==> src/rtl/burst_ram_pkg.sv <==
// Command and FSM state encodings shared by the burst RAM block.
// No logic lives here; only the types that decode and control use.
package burst_ram_pkg;

    typedef enum logic [1:0] {
        CMD_WR_ADDR = 2'b00,
        CMD_WR_DATA = 2'b01,
        CMD_RD_ADDR = 2'b10,
        CMD_RD_DATA = 2'b11
    } cmd_e;

    typedef enum logic {
        IDLE = 1'b0,
        HOLD = 1'b1
    } state_e;

endpackage

==> src/rtl/burst_ram_array.sv <==
// Storage: one write port, one registered read port, contents never reset.
// Latency: read data valid one edge after re; no backpressure (always accepts).
// Same-address write and read on one edge returns the old word.
module burst_ram_array
    import burst_ram_pkg::*;
#(
    parameter int MEM_DEPTH  = 256,
    parameter int MEM_WIDTH  = 8,
    parameter int ADDR_WIDTH = $clog2(MEM_DEPTH)
) (
    input  logic                  clk,
    input  logic                  we,
    input  logic [ADDR_WIDTH-1:0] waddr,
    input  logic [MEM_WIDTH-1:0]  wdata,
    input  logic                  re,
    input  logic [ADDR_WIDTH-1:0] raddr,
    output logic [MEM_WIDTH-1:0]  rdata
);

    logic [MEM_WIDTH-1:0] mem [MEM_DEPTH];

    always_ff @(posedge clk) begin
        if (we) begin
            mem[waddr] <= wdata;
        end
        if (re) begin
            rdata <= mem[raddr];
        end
    end

endmodule

==> src/rtl/burst_ram.sv <==
// Command-driven RAM: address/data commands on din, read words out on dout.
// Latency: one cycle from accepted read command to tx_valid/dout.
// Backpressure: read word held until tx_ready; reads arriving while held are dropped and flagged.
module burst_ram
    import burst_ram_pkg::*;
#(
    parameter int MEM_DEPTH    = 256,
    parameter int MEM_WIDTH    = 8,
    parameter int AUTO_INC     = 1,
    parameter int TX_HANDSHAKE = 1
) (
    input  logic                 clk,
    input  logic                 rst_n,
    input  logic [MEM_WIDTH+1:0] din,
    input  logic                 rx_valid,
    input  logic                 tx_ready,
    output logic [MEM_WIDTH-1:0] dout,
    output logic                 tx_valid,
    output logic                 rd_ovf
);

    localparam int ADDR_WIDTH = $clog2(MEM_DEPTH);
    localparam logic [ADDR_WIDTH:0]   DEPTH_EXT = (ADDR_WIDTH+1)'(MEM_DEPTH);
    localparam logic [ADDR_WIDTH-1:0] LAST_ADDR = ADDR_WIDTH'(MEM_DEPTH - 1);

    if (MEM_DEPTH < 2 || ADDR_WIDTH > MEM_WIDTH) begin : g_param_chk
        $error("burst_ram: need MEM_DEPTH >= 2 and $clog2(MEM_DEPTH) <= MEM_WIDTH");
    end

    // Low address bits are below 2*MEM_DEPTH, so one conditional subtract is a full modulo.
    function automatic logic [ADDR_WIDTH-1:0] fold(input logic [ADDR_WIDTH-1:0] a);
        return ({1'b0, a} >= DEPTH_EXT) ? a - DEPTH_EXT[ADDR_WIDTH-1:0] : a;
    endfunction

    function automatic logic [ADDR_WIDTH-1:0] next_addr(input logic [ADDR_WIDTH-1:0] a);
        return (a == LAST_ADDR) ? '0 : a + 1'b1;
    endfunction

    cmd_e                  cmd;
    logic [MEM_WIDTH-1:0]  payload;
    logic [ADDR_WIDTH-1:0] wr_addr, rd_addr;
    logic [MEM_WIDTH-1:0]  rdata;
    state_e                state_q, state_d;
    logic                  have_data;
    logic                  rd_cmd, hs_done, rd_accept, rd_drop;

    assign cmd     = cmd_e'(din[MEM_WIDTH+1:MEM_WIDTH]);
    assign payload = din[MEM_WIDTH-1:0];

    always_comb begin
        state_d   = state_q;
        rd_cmd    = rx_valid && (cmd == CMD_RD_DATA);
        hs_done   = (state_q == HOLD) && ((TX_HANDSHAKE == 0) || tx_ready);
        rd_accept = rd_cmd && ((state_q == IDLE) || hs_done);
        rd_drop   = rd_cmd && !rd_accept;
        case (state_q)
            IDLE:    if (rd_accept) state_d = HOLD;
            HOLD:    if (hs_done && !rd_accept) state_d = IDLE;
            default: state_d = IDLE;
        endcase
    end

    always_ff @(posedge clk or negedge rst_n) begin
        if (!rst_n) begin
            state_q   <= IDLE;
            wr_addr   <= '0;
            rd_addr   <= '0;
            rd_ovf    <= 1'b0;
            have_data <= 1'b0;
        end else begin
            state_q <= state_d;
            if (rx_valid) begin
                case (cmd)
                    CMD_WR_ADDR: wr_addr <= fold(payload[ADDR_WIDTH-1:0]);
                    CMD_WR_DATA: if (AUTO_INC != 0) wr_addr <= next_addr(wr_addr);
                    CMD_RD_ADDR: rd_addr <= fold(payload[ADDR_WIDTH-1:0]);
                    CMD_RD_DATA: if (rd_accept && AUTO_INC != 0) rd_addr <= next_addr(rd_addr);
                    default: ;
                endcase
            end
            if (rd_accept) begin
                have_data <= 1'b1;
            end
            if (rd_drop) begin
                rd_ovf <= 1'b1;
            end
        end
    end

    burst_ram_array #(
        .MEM_DEPTH (MEM_DEPTH),
        .MEM_WIDTH (MEM_WIDTH),
        .ADDR_WIDTH(ADDR_WIDTH)
    ) u_array (
        .clk  (clk),
        .we   (rx_valid && (cmd == CMD_WR_DATA)),
        .waddr(wr_addr),
        .wdata(payload),
        .re   (rd_accept),
        .raddr(rd_addr),
        .rdata(rdata)
    );

    // The array read register has no reset, so dout is gated until a word has been read.
    assign dout     = have_data ? rdata : '0;
    assign tx_valid = (state_q == HOLD);

endmodule

==> config.mk <==
export PLATFORM = sky130hd
export DESIGN_NAME = burst_ram
export DESIGN_NICKNAME = d
export VERILOG_FILES = /design/src/rtl/burst_ram_pkg.sv /design/src/rtl/burst_ram_array.sv /design/src/rtl/burst_ram.sv
export SDC_FILE = /design/constraint.sdc
export NUM_CORES = 2
export LEC_CHECK = 0
export CORE_MARGIN = 10
export CORE_UTILIZATION = 25
export DETAILED_ROUTE_END_ITERATION = 8
export HOLD_SLACK_MARGIN = 0.02
export PLACE_DENSITY = 0.51
export SYNTH_ARGS = -nofsm -noshare
export SYNTH_HDL_FRONTEND = slang
export SYNTH_HIERARCHICAL = 1
export SYNTH_SLANG_ARGS = --single-unit
==> constraint.sdc <==
create_clock -name clk -period 2.5 [get_ports clk]
set_input_delay 0.625 -clock clk [delete_from_list [all_inputs] [get_ports clk]]
set_output_delay 0.625 -clock clk [all_outputs]
set_load 0.005 [all_outputs]
**Yosys cells after proc, flatten, opt, wreduce, memory -nomap -nowiden**

Memory sizes are Yosys's and may differ from the RTL's. A register that Yosys moved wholly into a read port is not among the register bits.
Index checks and enable logic that the tools add are counted.

- Reductions and logical operators: 13
- Bitwise gates (word level): 1
- $add $sub $neg: 2
- Equal/unequal tests: 6
- Multiplexer cells: 11

Operators with widths:

| cell | count |
|---|---|
| $mux W8 | 4 |
| $pmux W8 S2 | 2 |
| $add A8 B1 Y8 const B | 2 |
| $eq A8 B8 Y1 const B | 2 |
| $logic_and A1 B1 Y1 | 6 |
| $eq A2 B2 Y1 const B | 2 |
| $mux W1 | 4 |
| $reduce_bool A2 Y1 | 2 |
| $reduce_and A3 Y1 | 1 |
| $eq A2 B1 Y1 const B | 1 |
| $logic_not A2 Y1 | 1 |
| $ne A2 B2 Y1 const B | 1 |
| $pmux W1 S2 | 1 |
| $reduce_and A2 Y1 | 1 |
| $logic_not A1 Y1 | 1 |
| $logic_or A1 B1 Y1 | 1 |
| $not A1 Y1 | 1 |

- Memories: 1
- Register bits: 19
- Bits in writable memories: 2048
- Output and inout port bits: 10

Memories:

| name | words | bits a word | rd ports | clocked after Yosys merged registers in | write ports | line | text |
|---|---|---|---|---|---|---|---|
| u_array.mem | 256 | 8 | 1 | 1 | 1 | burst_ram_array.sv:20 | `logic [MEM_WIDTH-1:0] mem [MEM_DEPTH];` |

**Logic depth before layout (Yosys ltp)**

- Word-level depth: 7
- Depth in mapped cells: 11
- Gate-level depth less buffers: 6

**By module**

The synthesis kept the hierarchy.

By module, submodules not included:

| module | cells each | instances | area each (sq um) | sequential area each (sq um) |
|---|---|---|---|---|
| burst_ram_array | 3733 | 1 | 79636.4 | 61739.2 |
| burst_ram | 139 | 1 | 1209.9 | 475.5 |

**Worst setup path after synthesis**

Ideal clock, no wire load.

- Kind: input port to flip-flop
- Start: input din[8]
- End: memory u_array.mem[234][0] (enable)
- Buffers on the path: 5
- Library setup time: 0.370 ns
- Arrival: 2.450 ns
- Setup slack: -0.320 ns
- Stages on the path: 8
- Cells stage by stage: buf_2 -> buf_2 -> and2_1 -> clkbuf_1 -> buf_1 -> nand3_1 -> clkbuf_1 -> nor2_1

- Cells in the longest elaborated chain, start to end: 4

RTL lines:

| item | line | text |
|---|---|---|
| start, declared | burst_ram.sv:14 | `input logic [MEM_WIDTH+1:0] din,` |
| $eq A2 B1 Y1 | burst_ram.sv:96 | `.we (rx_valid && (cmd == CMD_WR_DATA)),` |
| $logic_and A1 B1 Y1 | burst_ram.sv:96 |  |
| $mux W1 | burst_ram_array.sv:23 | `if (we) begin` |
| $mux W1 (implied by the code) | burst_ram_array.sv:24 | `mem[waddr] <= wdata;` |
| end, declared | burst_ram_array.sv:20 |  |

Every way passes these cells.

==> flow_summary.toml <==
[sta]
max_slew_margin_pct = 50.4
finalSetupViolations = 8
period_minus_slack_ns = 2.95
tightest_slew_ns = 0.743
fin_skew_ns = 0.0609
drv_slew = 0
rsz0062_at_grt = "yes"
fin_ws_ns = -0.452
clock.fmax_mhz = 339
hold_ws_ns = 0.150
hold_viol = 0
period_share_pct = 118

[critical_path]
critPathCaptureType = "flop"
critPathMostFrequentCell = "buf_16"
crit_type = "reg2reg"
reg2reg_slack_ns = -0.45
slowest_delay_ns = 0.52
crit_arrival_ns = 3.56
rr_startpoint = "rd_addr[0]"
r2r_cells = 11
worstPathRequired_ns = 3.11
start_kind = "flop"
cpMaxStageDelayCell = "dfrtp_4"
reg2reg_to = "u_array/rdata[3]"
path_max_fanout = 8
crit_chain = "buf_6 > buf_12 > buf_16 > buf_16 > mux4_2 > nand2b_1 > a311oi_2 > o221ai_2 > a211oi_4 > buf_4 > nor4_2"

[grt]
antenna_found_initial = 4
grt_pass1_wl_um = 323000
track_usage_pct = 12.6
overflow = 0
grt_max_degree = 79
grt_pass1_vias = 43400

[drt]
num_vias = 42300
drc = 0
drt_iter0_drc = 4340
wl_um = 226000
vias_per_cell = 4.58
final_antenna_net_count = 1
drt_first_pass_iters = 5
avgRoutedWirePerCell_um = 24.4

[logic_synthesis]
ys_warn_count = 6
ys_ff_latch = 2075
synth_nets = 3888
synth_area_um2 = 80800
synth_edf_count = 2056
synth_seq_area_share_pct = 77.0
syn_avg_cell_area_um2 = 20.9
synth.distinct_cells = 69
synthArstFlopShare_pct = 0.916
synthCells = 3872
ys.flop_type = "edfxtp_1"

[min_path]
worstHoldStart = "din[4]"
whs_path_depth = 1
hp-class = "in2reg"
holdPathEnd = "u_array/mem[156][4]"

[cells_and_area]
final_area_um2 = 103000
n_fill_cell = 30700
nets = 4762
area_delta_synth_final_pct = 27.1
post_route_cells_drive_above_1_share_pct = 39.1

[outcome]
violations = "antenna violations, negative setup slack"
status = "complete, but fails checks"

[clock_network]
clockRootBuffer = "clkbuf_16"
cts.hold.buffers_added = 0
clockBufferDepth = 3
cts_tree = "yes"
cts_buffers = 210
htree_num_levels = 4
clk_pin_slew_worst_paths_ns = 0.06
clock_sinks = 2075
clock_latency_ns = 0.87

[floorplan]
core-area_um2 = 321000
start_util_pct = 25.2
dieWidth_um = 589
die_y_um = 589
die-area_um2 = 347000
ios = 24
row_count = 208

[power_and_ir_drop]
p_leak_nw = 33.0
p_total_mw = 83.9
ir_worst_vdd_mv = 0.740
powerDensity_nw_per_um2 = 817

[placed_design]
gp_congestion = 0.807
hpwlAfterDp_um = 148000
io_buffer_count = 23
postPlaceCellArea_um2 = 93500

[job]
cap_violations = 0
-- cell usage in the layout (no fill, tap or decap), types with 10 or more instances in the layout --
cell type / synthesis / final
a22oi_1: 133 / 97
nor3_1: 23 / 12
nor2_2: 0 / 88
mux4_2: 454 / 454
clkbuf_1: 112 / 27
nand2b_1: 12 / 11
bufinv_16: 0 / 28
buf_6: 22 / 24
clkinv_1: 1 / 62
nand3_1: 41 / 30
o22ai_1: 31 / 30
mux2i_1: 135 / 130
dfrtp_1: 19 / 10
a21oi_2: 0 / 12
nand4_1: 11 / 11
buf_12: 8 / 184
nor2b_1: 34 / 30
nor4_4: 0 / 12
clkinv_2: 0 / 42
nand2_1: 48 / 47
buf_4: 27 / 647
edfxtp_1: 2056 / 2056
nor4_2: 3 / 14
nand3_2: 0 / 11
buf_16: 0 / 14
nor2_1: 291 / 194
a21oi_1: 108 / 94
buf_8: 13 / 14
a22o_1: 10 / 10
clkbuf_16: 0 / 214
a22oi_2: 0 / 36
o221ai_1: 46 / 39
o211ai_1: 13 / 13
-- power by group --
part / internal (mW) / switching [mW] / leakage, nW
Combinational: 6.04 / 7.23 / 10.8
Sequential: 38.4 / 0.173 / 18.7
Clock: 18.5 / 13.6 / 3.45
-- stage by stage --
| stage | setup slack (ns) | setup TNS [ns] | std cells | utilization [%] |
|---|---|---|---|---|
| finish | -0.452 | -3.12 | 9242 | 32.0 |
| global route | -0.498 | -3.62 | 9234 | 32.0 |
| CTS | -0.559 | -4.05 | 9197 | 31.7 |
| detailed placement | -1.20 | -842.66 | 8750 | 29.1 |
| global placement | -1.25 | -793.16 | 8750 | 29.1 |
| floorplan | -0.0696 | -46.98 | 3872 | - |
-- kinds of logic (layout without fill, tap and decap cells) --
logic type | Yosys count | count (layout) | share of synthesized area, %
AND/OR/NAND/NOR | 529 | 529 | 3.03
flip-flops | 2075 | 2075 | 77.0
multiplexers | 592 | 592 | 14.4
buffers and inverters | 244 | 1301 | 1.86
other | 0 | 8 | 0
adder cells (fa/ha/maj) | 2 | 2 | 0.0309
AO/OA/AOI/OAI | 430 | 430 | 3.73
-- worst max path at each step --
stage	slack, ns	startpoint	to	cells past startpoint
floorplan	-0.07	din[8]	u_array/mem[112][0]	8
global placement	-1.25	rd_addr[0]	u_array/rdata[3]	10
detailed placement	-1.20	rd_addr[0]	u_array/rdata[3]	10
CTS	-0.56	rd_addr[0]	u_array/rdata[3]	11
global route	-0.50	rd_addr[0]	u_array/rdata[3]	11
finish	-0.45	rd_addr[0]	u_array/rdata[3]	11
-- layout make-up --
class / count / area (um2) / share of cell area [%]
repair buffers: 902 / 9610 / 9.35
diodes: 8 / 20.0 / 0.0195
clock inverters: 156 / 1680 / 1.64
multi-input cells: 1553 / 18400 / 17.9
clock buffers: 239 / 5410 / 5.26
well taps: 4305 / 5390 / 5.24
inverters: 4 / 15.0 / 0.0146
flip-flops and latches: 2075 / 62200 / 60.6
-- flip-flops by register name, indices dropped and copies added, names as in the netlist --
name and count:
u_array/mem 2048, rd_addr 8, wr_addr 8, have_data 1
u_array/rdata 8, tx_valid 1, rd_ovf 1
-- worst max-delay path: cells and delay by family, from the launching register on --
kind	cells	cell delay, ns
mux	1	0.40
buf+inv	5	0.77
flops	1	0.52
simple gates	2	0.21
compound gates	3	0.79
-- cell usage after synthesis, types with 10 or more instances --
| cell type | instances | area, um2 |
|---|---|---|
| and2_1 | 16 | 100 |
| a211oi_1 | 17 | 128 |
| nand3_1 | 41 | 205 |
| buf_4 | 27 | 203 |
| nor3_1 | 23 | 115 |
| o22ai_1 | 31 | 194 |
| o211ai_1 | 13 | 97.6 |
| nand2b_1 | 12 | 75.1 |
| edfxtp_1 | 2056 | 61700 |
| buf_6 | 22 | 248 |
| a22o_1 | 10 | 87.6 |
| a221oi_1 | 13 | 114 |
| clkbuf_1 | 112 | 420 |
| nand4_1 | 11 | 68.8 |
| buf_1 | 22 | 82.6 |
| mux4_2 | 454 | 10200 |
| nor2b_1 | 34 | 213 |
| a21oi_1 | 108 | 541 |
| buf_2 | 35 | 175 |
| buf_8 | 13 | 195 |
| a22oi_1 | 133 | 998 |
| nor2_1 | 291 | 1090 |
| o221ai_1 | 46 | 403 |
| dfrtp_1 | 19 | 475 |
| o21ai_0 | 18 | 90.1 |
| nor4_1 | 25 | 156 |
| nand2_1 | 48 | 180 |
| mux2i_1 | 135 | 1350 |
-- layer usage --
metal,up-vias,GRT usage (%),part of all wire [%],wire length [um]
met4,0,3.52,2.7,6000
met5,-,0,0,0
li1,18000,-,-,-
met3,288,1.78,5.3,11900
met2,1262,20.7,49,110000
met1,22800,17.4,44,98200
-- what timing repair did --
item                                    CTS  global route
hold endpoints to repair                  0             0
endpoints found under the setup margin   18             8
gates cloned                              8             2
resized for setup                       195           105
pin swaps                                31            61
buffers inserted                         46            42
No activity file was read; power rests on OpenSTA's default activity.
